**src/rtl/core_pkg.sv**
```systemverilog
// Shared core definitions: RISC-V load/store width codes, LSU FSM states and
// small request-decode helpers.
package core_pkg;

    localparam logic [2:0] F3_B  = 3'b000;
    localparam logic [2:0] F3_H  = 3'b001;
    localparam logic [2:0] F3_W  = 3'b010;
    localparam logic [2:0] F3_BU = 3'b100;
    localparam logic [2:0] F3_HU = 3'b101;

    typedef enum logic [1:0] {
        StIdle,
        StBus,
        StResp
    } lsu_state_e;

    // Unsigned widths only exist for loads.
    function automatic logic f3_illegal(input logic we, input logic [2:0] f3);
        case (f3)
            F3_B, F3_H, F3_W: return 1'b0;
            F3_BU, F3_HU:     return we;
            default:          return 1'b1;
        endcase
    endfunction

    function automatic logic f3_misaligned(input logic [2:0] f3, input logic [1:0] lo);
        case (f3)
            F3_H, F3_HU: return lo[0];
            F3_W:        return lo != 2'b00;
            default:     return 1'b0;
        endcase
    endfunction

    // Truncate low address bits to the natural alignment of the access width.
    function automatic logic [1:0] natural_lo(input logic [2:0] f3, input logic [1:0] lo);
        case (f3)
            F3_H, F3_HU: return {lo[1], 1'b0};
            F3_W:        return 2'b00;
            default:     return lo;
        endcase
    endfunction

endpackage

```
**src/rtl/core_lsu_align.sv**
```systemverilog
// Combinational lane logic for the LSU: store byte enables and lane replication,
// load lane select with sign/zero extension.
module core_lsu_align
    import core_pkg::*;
(
    input  logic        we,
    input  logic [2:0]  funct3,
    input  logic [1:0]  addr_lo,
    input  logic [31:0] wdata,
    input  logic [31:0] rdata,
    output logic [3:0]  be,
    output logic [31:0] wdata_rep,
    output logic [31:0] rdata_ext
);

    logic [31:0] rdata_sh;

    always_comb begin
        be        = 4'b1111;
        wdata_rep = wdata;
        if (we) begin
            case (funct3[1:0])
                2'b00: begin
                    be        = 4'b0001 << addr_lo;
                    wdata_rep = {4{wdata[7:0]}};
                end
                2'b01: begin
                    be        = 4'b0011 << {addr_lo[1], 1'b0};
                    wdata_rep = {2{wdata[15:0]}};
                end
                default: begin
                    be        = 4'b1111;
                    wdata_rep = wdata;
                end
            endcase
        end
    end

    always_comb begin
        rdata_sh  = rdata >> {addr_lo, 3'b000};
        rdata_ext = 32'h0;
        case (funct3)
            F3_B:    rdata_ext = {{24{rdata_sh[7]}}, rdata_sh[7:0]};
            F3_BU:   rdata_ext = {24'h0, rdata_sh[7:0]};
            F3_H:    rdata_ext = {{16{rdata_sh[15]}}, rdata_sh[15:0]};
            F3_HU:   rdata_ext = {16'h0, rdata_sh[15:0]};
            F3_W:    rdata_ext = rdata;
            default: rdata_ext = 32'h0;
        endcase
    end

endmodule

```
**src/rtl/core_lsu.sv**
```systemverilog
// Core load/store unit: one request at a time onto the core data bus, held through
// wait states. Define LSU_MISALIGN_TRAP_EN to fault misaligned accesses instead of truncating.
module core_lsu
    import core_pkg::*;
(
    input  logic        clk,
    input  logic        res,
    input  logic        req_valid,
    output logic        req_ready,
    input  logic        req_we,
    input  logic [2:0]  req_funct3,
    input  logic [31:0] req_addr,
    input  logic [31:0] req_wdata,
    output logic        rsp_valid,
    output logic [31:0] rsp_rdata,
    output logic        rsp_err,
    output logic [31:0] address,
    output logic [31:0] data_out,
    output logic [3:0]  BE,
    output logic        write_e,
    output logic        read_e,
    input  logic [31:0] data_in,
    input  logic        halt
);

    lsu_state_e  state;
    logic        we_q;
    logic [2:0]  f3_q;
    logic [1:0]  lo_q;
    logic [31:0] wdata_q;

    logic        req_err;
    logic [3:0]  al_be;
    logic [31:0] al_wdata;
    logic [31:0] al_rdata;

    always_comb begin
        req_err = f3_illegal(req_we, req_funct3);
`ifdef LSU_MISALIGN_TRAP_EN
        req_err = req_err | f3_misaligned(req_funct3, req_addr[1:0]);
`endif
    end

    core_lsu_align u_align (
        .we        (we_q),
        .funct3    (f3_q),
        .addr_lo   (lo_q),
        .wdata     (wdata_q),
        .rdata     (data_in),
        .be        (al_be),
        .wdata_rep (al_wdata),
        .rdata_ext (al_rdata)
    );

    // Lane outputs derive only from latched fields, so they stay constant while strobed.
    assign BE       = (write_e | read_e) ? al_be : 4'b0000;
    assign data_out = write_e ? al_wdata : 32'h0;

    always_ff @(posedge clk) begin
        if (res) begin
            state     <= StIdle;
            req_ready <= 1'b1;
            rsp_valid <= 1'b0;
            rsp_err   <= 1'b0;
            rsp_rdata <= 32'h0;
            address   <= 32'h0;
            write_e   <= 1'b0;
            read_e    <= 1'b0;
            we_q      <= 1'b0;
            f3_q      <= 3'b000;
            lo_q      <= 2'b00;
            wdata_q   <= 32'h0;
        end else begin
            rsp_valid <= 1'b0;
            rsp_err   <= 1'b0;
            rsp_rdata <= 32'h0;
            unique case (state)
                StIdle: begin
                    if (req_valid) begin
                        req_ready <= 1'b0;
                        if (req_err) begin
                            state     <= StResp;
                            rsp_valid <= 1'b1;
                            rsp_err   <= 1'b1;
                        end else begin
                            state   <= StBus;
                            we_q    <= req_we;
                            f3_q    <= req_funct3;
                            lo_q    <= natural_lo(req_funct3, req_addr[1:0]);
                            wdata_q <= req_wdata;
                            address <= {req_addr[31:2], 2'b00};
                            write_e <= req_we;
                            read_e  <= ~req_we;
                        end
                    end
                end
                StBus: begin
                    if (!halt) begin
                        state     <= StResp;
                        write_e   <= 1'b0;
                        read_e    <= 1'b0;
                        rsp_valid <= 1'b1;
                        rsp_rdata <= we_q ? 32'h0 : al_rdata;
                    end
                end
                StResp: begin
                    state     <= StIdle;
                    req_ready <= 1'b1;
                end
                default: begin
                    state     <= StIdle;
                    req_ready <= 1'b1;
                end
            endcase
        end
    end

endmodule

```
**config.mk**
```make
export PLATFORM = sky130hd
export DESIGN_NAME = core_lsu
export DESIGN_NICKNAME = d
export VERILOG_FILES = /design/src/rtl/core_pkg.sv /design/src/rtl/core_lsu_align.sv /design/src/rtl/core_lsu.sv
export SDC_FILE = /design/constraint.sdc
export NUM_CORES = 1
export LEC_CHECK = 0
export ABC_AREA = 1
export BUFFER_PORTS_ARGS = -buffer_cell sky130_fd_sc_hd__buf_2
export CORE_MARGIN = 4
export CORE_UTILIZATION = 52
export DETAILED_ROUTE_END_ITERATION = 10
export PLACE_DENSITY = 0.85
export SETUP_SLACK_MARGIN = 0.4
export SKIP_CTS_REPAIR_TIMING = 1
export SLEW_MARGIN = 20
export SYNTH_ARGS = -nofsm -noshare
export SYNTH_HDL_FRONTEND = slang
export SYNTH_SLANG_ARGS = --single-unit
```
**constraint.sdc**
```tcl
create_clock -name clk -period 2.5 [get_ports clk]
set_clock_uncertainty 0.1 [all_clocks]
set_input_delay 0.25 -clock clk [delete_from_list [all_inputs] [get_ports clk]]
set_output_delay 0.25 -clock clk [all_outputs]
set_load 0.05 [all_outputs]
```
==> metrics.md <==
| Metric | Value |
|---|---|
| NumNets Final | approximately 1000 |
| I/O pin count | around 210 |
| CTS tree | built |
| Critical path data arrival time | between 1.5 and 2 ns |
| Sequential share of power | between 40% and 50% |
| First-pass GRT wire length | around 23 mm |
| Synthesized netlist cell count | about 750 |
| Critical Path Start | we_q |
| FILL cells | between 800 and 900 |
| Layout cells sized above 1 | between 30% and 40% |
| CTS buffer count | 9 |
| Yosys reg bits | roughly 110 |
| Via Count | ~5400 |
| Routed WL | about 15 mm |
| WL/cell | 13.74 um |
| Max Freq | around 480 MHz |
| Crit Path Category | register to output pin |
| Max_cap viols | 0 |
| Synth-to-layout area growth | 29.91% |
| Gr busiest metal | met2 |
| Clock root cell | clkbuf_8 |
| Post-Place Worst Slack | between 0.5 and 0.6 ns |
| Clock Power Share | 28.3% |
| Worst setup margin | roughly 0.43 ns |
| Initial core utilization | between 50% and 60% |
| CP Max Fanout | 5 |
| CORE AREA | a little over 0.009 mm^2 |
| Period utilization | 82.93% |
| Pin count of the biggest net entering global routing | 57 |
| P_sw | ~1500 uW |
| CP endpoint kind | output pin |
| DRC | 0 |
| ANT nets after route | 0 |
| Routability cong. | ~0.9 |
| Hold Path Origin | req_addr[27] |
| Count of final hold-check violations | 0 |
| Combinational group share of total power | 25.5% |
| Status | complete, no violations |
| Vias in the first global route | roughly 4800 |
| Die W | around 110 um |
| Total Neg Setup Slack | 0 ns |
| Slew Viols, Final | 0 |
| Clock tree buffer depth | 2 |
| Met1 GRT Util | between 30% and 40% |
| PwrDens | 631.3 mW/mm^2 |
| Mapped cell area | ~0.005 mm^2 |
| Initial antenna violation count | 0 |
| Met2 usage in global routing | around 40% |
| Chip height | around 110 um |
| Final setup fails | 0 |
| Fin Hold WS | roughly 0.0077 ns |
| Internal power | 2632 uW |
| Worst skew pair latency | 0.37 ns |
| Reg clk slew, reported paths | ~0.12 ns |
| Multi-input logic area | about 0.0025 mm^2 |
| Reg2reg start | lo_q[1] |
| 1st-iter DRT viols | 352 |
| Port Buffers | 206 |
| Met3 usage | between 7 and 8% |
| Clk sinks | between 100 and 150 |
| RSZ-0062 raised after global routing | yes |
| # rows | 35 |
| Distinct cells, synth | 29 |
| H-tree depth reported by CTS | 3 |
| Post-DP HPWL | ~11 mm |
| FF/Latch Area | approximately 0.0021 mm^2 |
| Die Area | 0.01123 mm^2 |
| CP startpoint kind | register |
| Worst Hold Class | input port to register |
| Routed vias/inst | a little over 5 |
| Static leakage | approximately 0.0032 uW |
| Tot GR Track Use | approximately 25% |
| Average cell area after synthesis | roughly 6.6 um^2 |
| Tmin final | between 2 and 2.5 ns |
| CP required | around 2.2 ns |
| Switching share of power | around 36% |
| N_diodes | 0 |
| Ys Warns | 0 |
| Sequential area share after synthesis | between 40% and 50% |
| Drt pass-1 iters | 6 |
| Congestion Overflow GR | 0 |
| VDD IR max | slightly above 500 uV |
==> critical path: stages, from the launching register on <==
cell and delay, ns:
dfxtp_2 0.36, inv_2 0.05, nor2_4 0.16, buf_12 0.15, buf_4 0.13, nand3_2 0.08
a21oi_1 0.19, buf_4 0.23
==> flip-flops by register name (all words and copies together) (netlist names) <==
| signal | cells |
|---|---|
| f3_q | 3 |
| wdata_q | 32 |
| state | 2 |
| rsp_rdata | 32 |
| lo_q | 2 |
| we_q | 1 |
| rsp_err | 1 |
| write_e | 1 |
| req_ready | 1 |
| rsp_valid | 1 |
| address | 30 |
| read_e | 1 |
==> metrics by stage <==
| stage | utilization, % | cell area (um^2) | power [uW] | std cells |
|---|---|---|---|---|
| after floorplan | - | 5050 | 2680 | 752 |
| after global placement | 65.15 | 6048 | 2916 | 1049 |
| after detailed placement | 65.15 | 6048 | 2930 | 1049 |
| after CTS | 67.64 | 6280 | 4070 | 1065 |
| after global routing | 69.84 | 6484 | 4307 | 1071 |
| final | 69.84 | 6484 | 4093 | 1071 |
==> area by class of cell <==
| cell class | count | share of cell area (%) |
|---|---|---|
| multi-input cells | 549 | 38.07 |
| flip-flops and latches | 107 | 33.10 |
| repair buffers | 224 | 19.88 |
| inverters | 45 | 2.779 |
| well taps | 129 | 2.489 |
| clock buffers | 9 | 1.910 |
| clock inverters | 7 | 1.660 |
| repair inverters | 1 | 0.1158 |
==> cells in the mapped netlist, drive strengths merged <==
master,number,area [um^2]
nand2,176,678.2
a21oi,56,302.8
buf,37,252.7
clkbuf,14,53.80
o22ai,2,12.51
o211ai,1,7.510
nand4,1,6.260
conb,1,3.750
clkinv,2,7.510
a31oi,2,12.51
dfxtp,107,2142
nand3,24,142.6
nor2,194,749.5
o21ai,91,455.4
inv,43,163.9
==> cells by family after synthesis <==
group / Yosys count / synth area share [%]
other cells: 1 / 0.07513
simple gates: 395 / 31.59
compound gates: 152 / 15.84
flops: 107 / 42.92
buf+inv: 96 / 9.576
==> layer usage <==
layer  share of wire, %  wire length, um
met2                 48             7033
met1                 40             5919
met4                2.7              396
met3                9.3             1370
met5                  0                0
==> final timing paths <==
check / endpoint / slack (ns) / depth (start not counted)
setup reg to reg: rsp_rdata[16] / 0.83 / 7
hold / removal: address[27] / 0.008 / 3
hold reg to reg: req_ready / 0.38 / 2
setup / recovery: data_out[14] / 0.43 / 7
==> power by group through the flow <==
stage / clock (uW) / sequential, uW / combinational (uW)
CTS: 1180 / 1890 / 1010
detailed placement: 0 / 1930 / 1000
global placement: 0 / 1920 / 991
finish: 1160 / 1890 / 1040
floorplan: 0 / 2100 / 582
global route: 1250 / 1910 / 1150
==> cells in the final DEF, fill, tap and decap left out, types with 3 or more instances in the layout <==
| master | Yosys | layout |
|---|---|---|
| nor2_1 | 191 | 188 |
| nand3_2 | 2 | 4 |
| a21oi_1 | 54 | 40 |
| o21ai_1 | 2 | 7 |
| buf_12 | 0 | 3 |
| buf_2 | 19 | 192 |
| nand3_1 | 21 | 19 |
| buf_6 | 9 | 4 |
| nor2_2 | 2 | 3 |
| clkinv_8 | 0 | 3 |
| a21oi_2 | 0 | 14 |
| clkbuf_4 | 0 | 4 |
| nand2_1 | 171 | 170 |
| inv_1 | 38 | 37 |
| inv_4 | 1 | 3 |
| dfxtp_2 | 0 | 3 |
| nand2_2 | 4 | 4 |
| clkbuf_8 | 0 | 9 |
| buf_4 | 6 | 19 |
| dfxtp_1 | 107 | 104 |
| inv_2 | 4 | 4 |
| o21ai_0 | 89 | 84 |
Note: power is estimated with default switching activity, not from simulation.
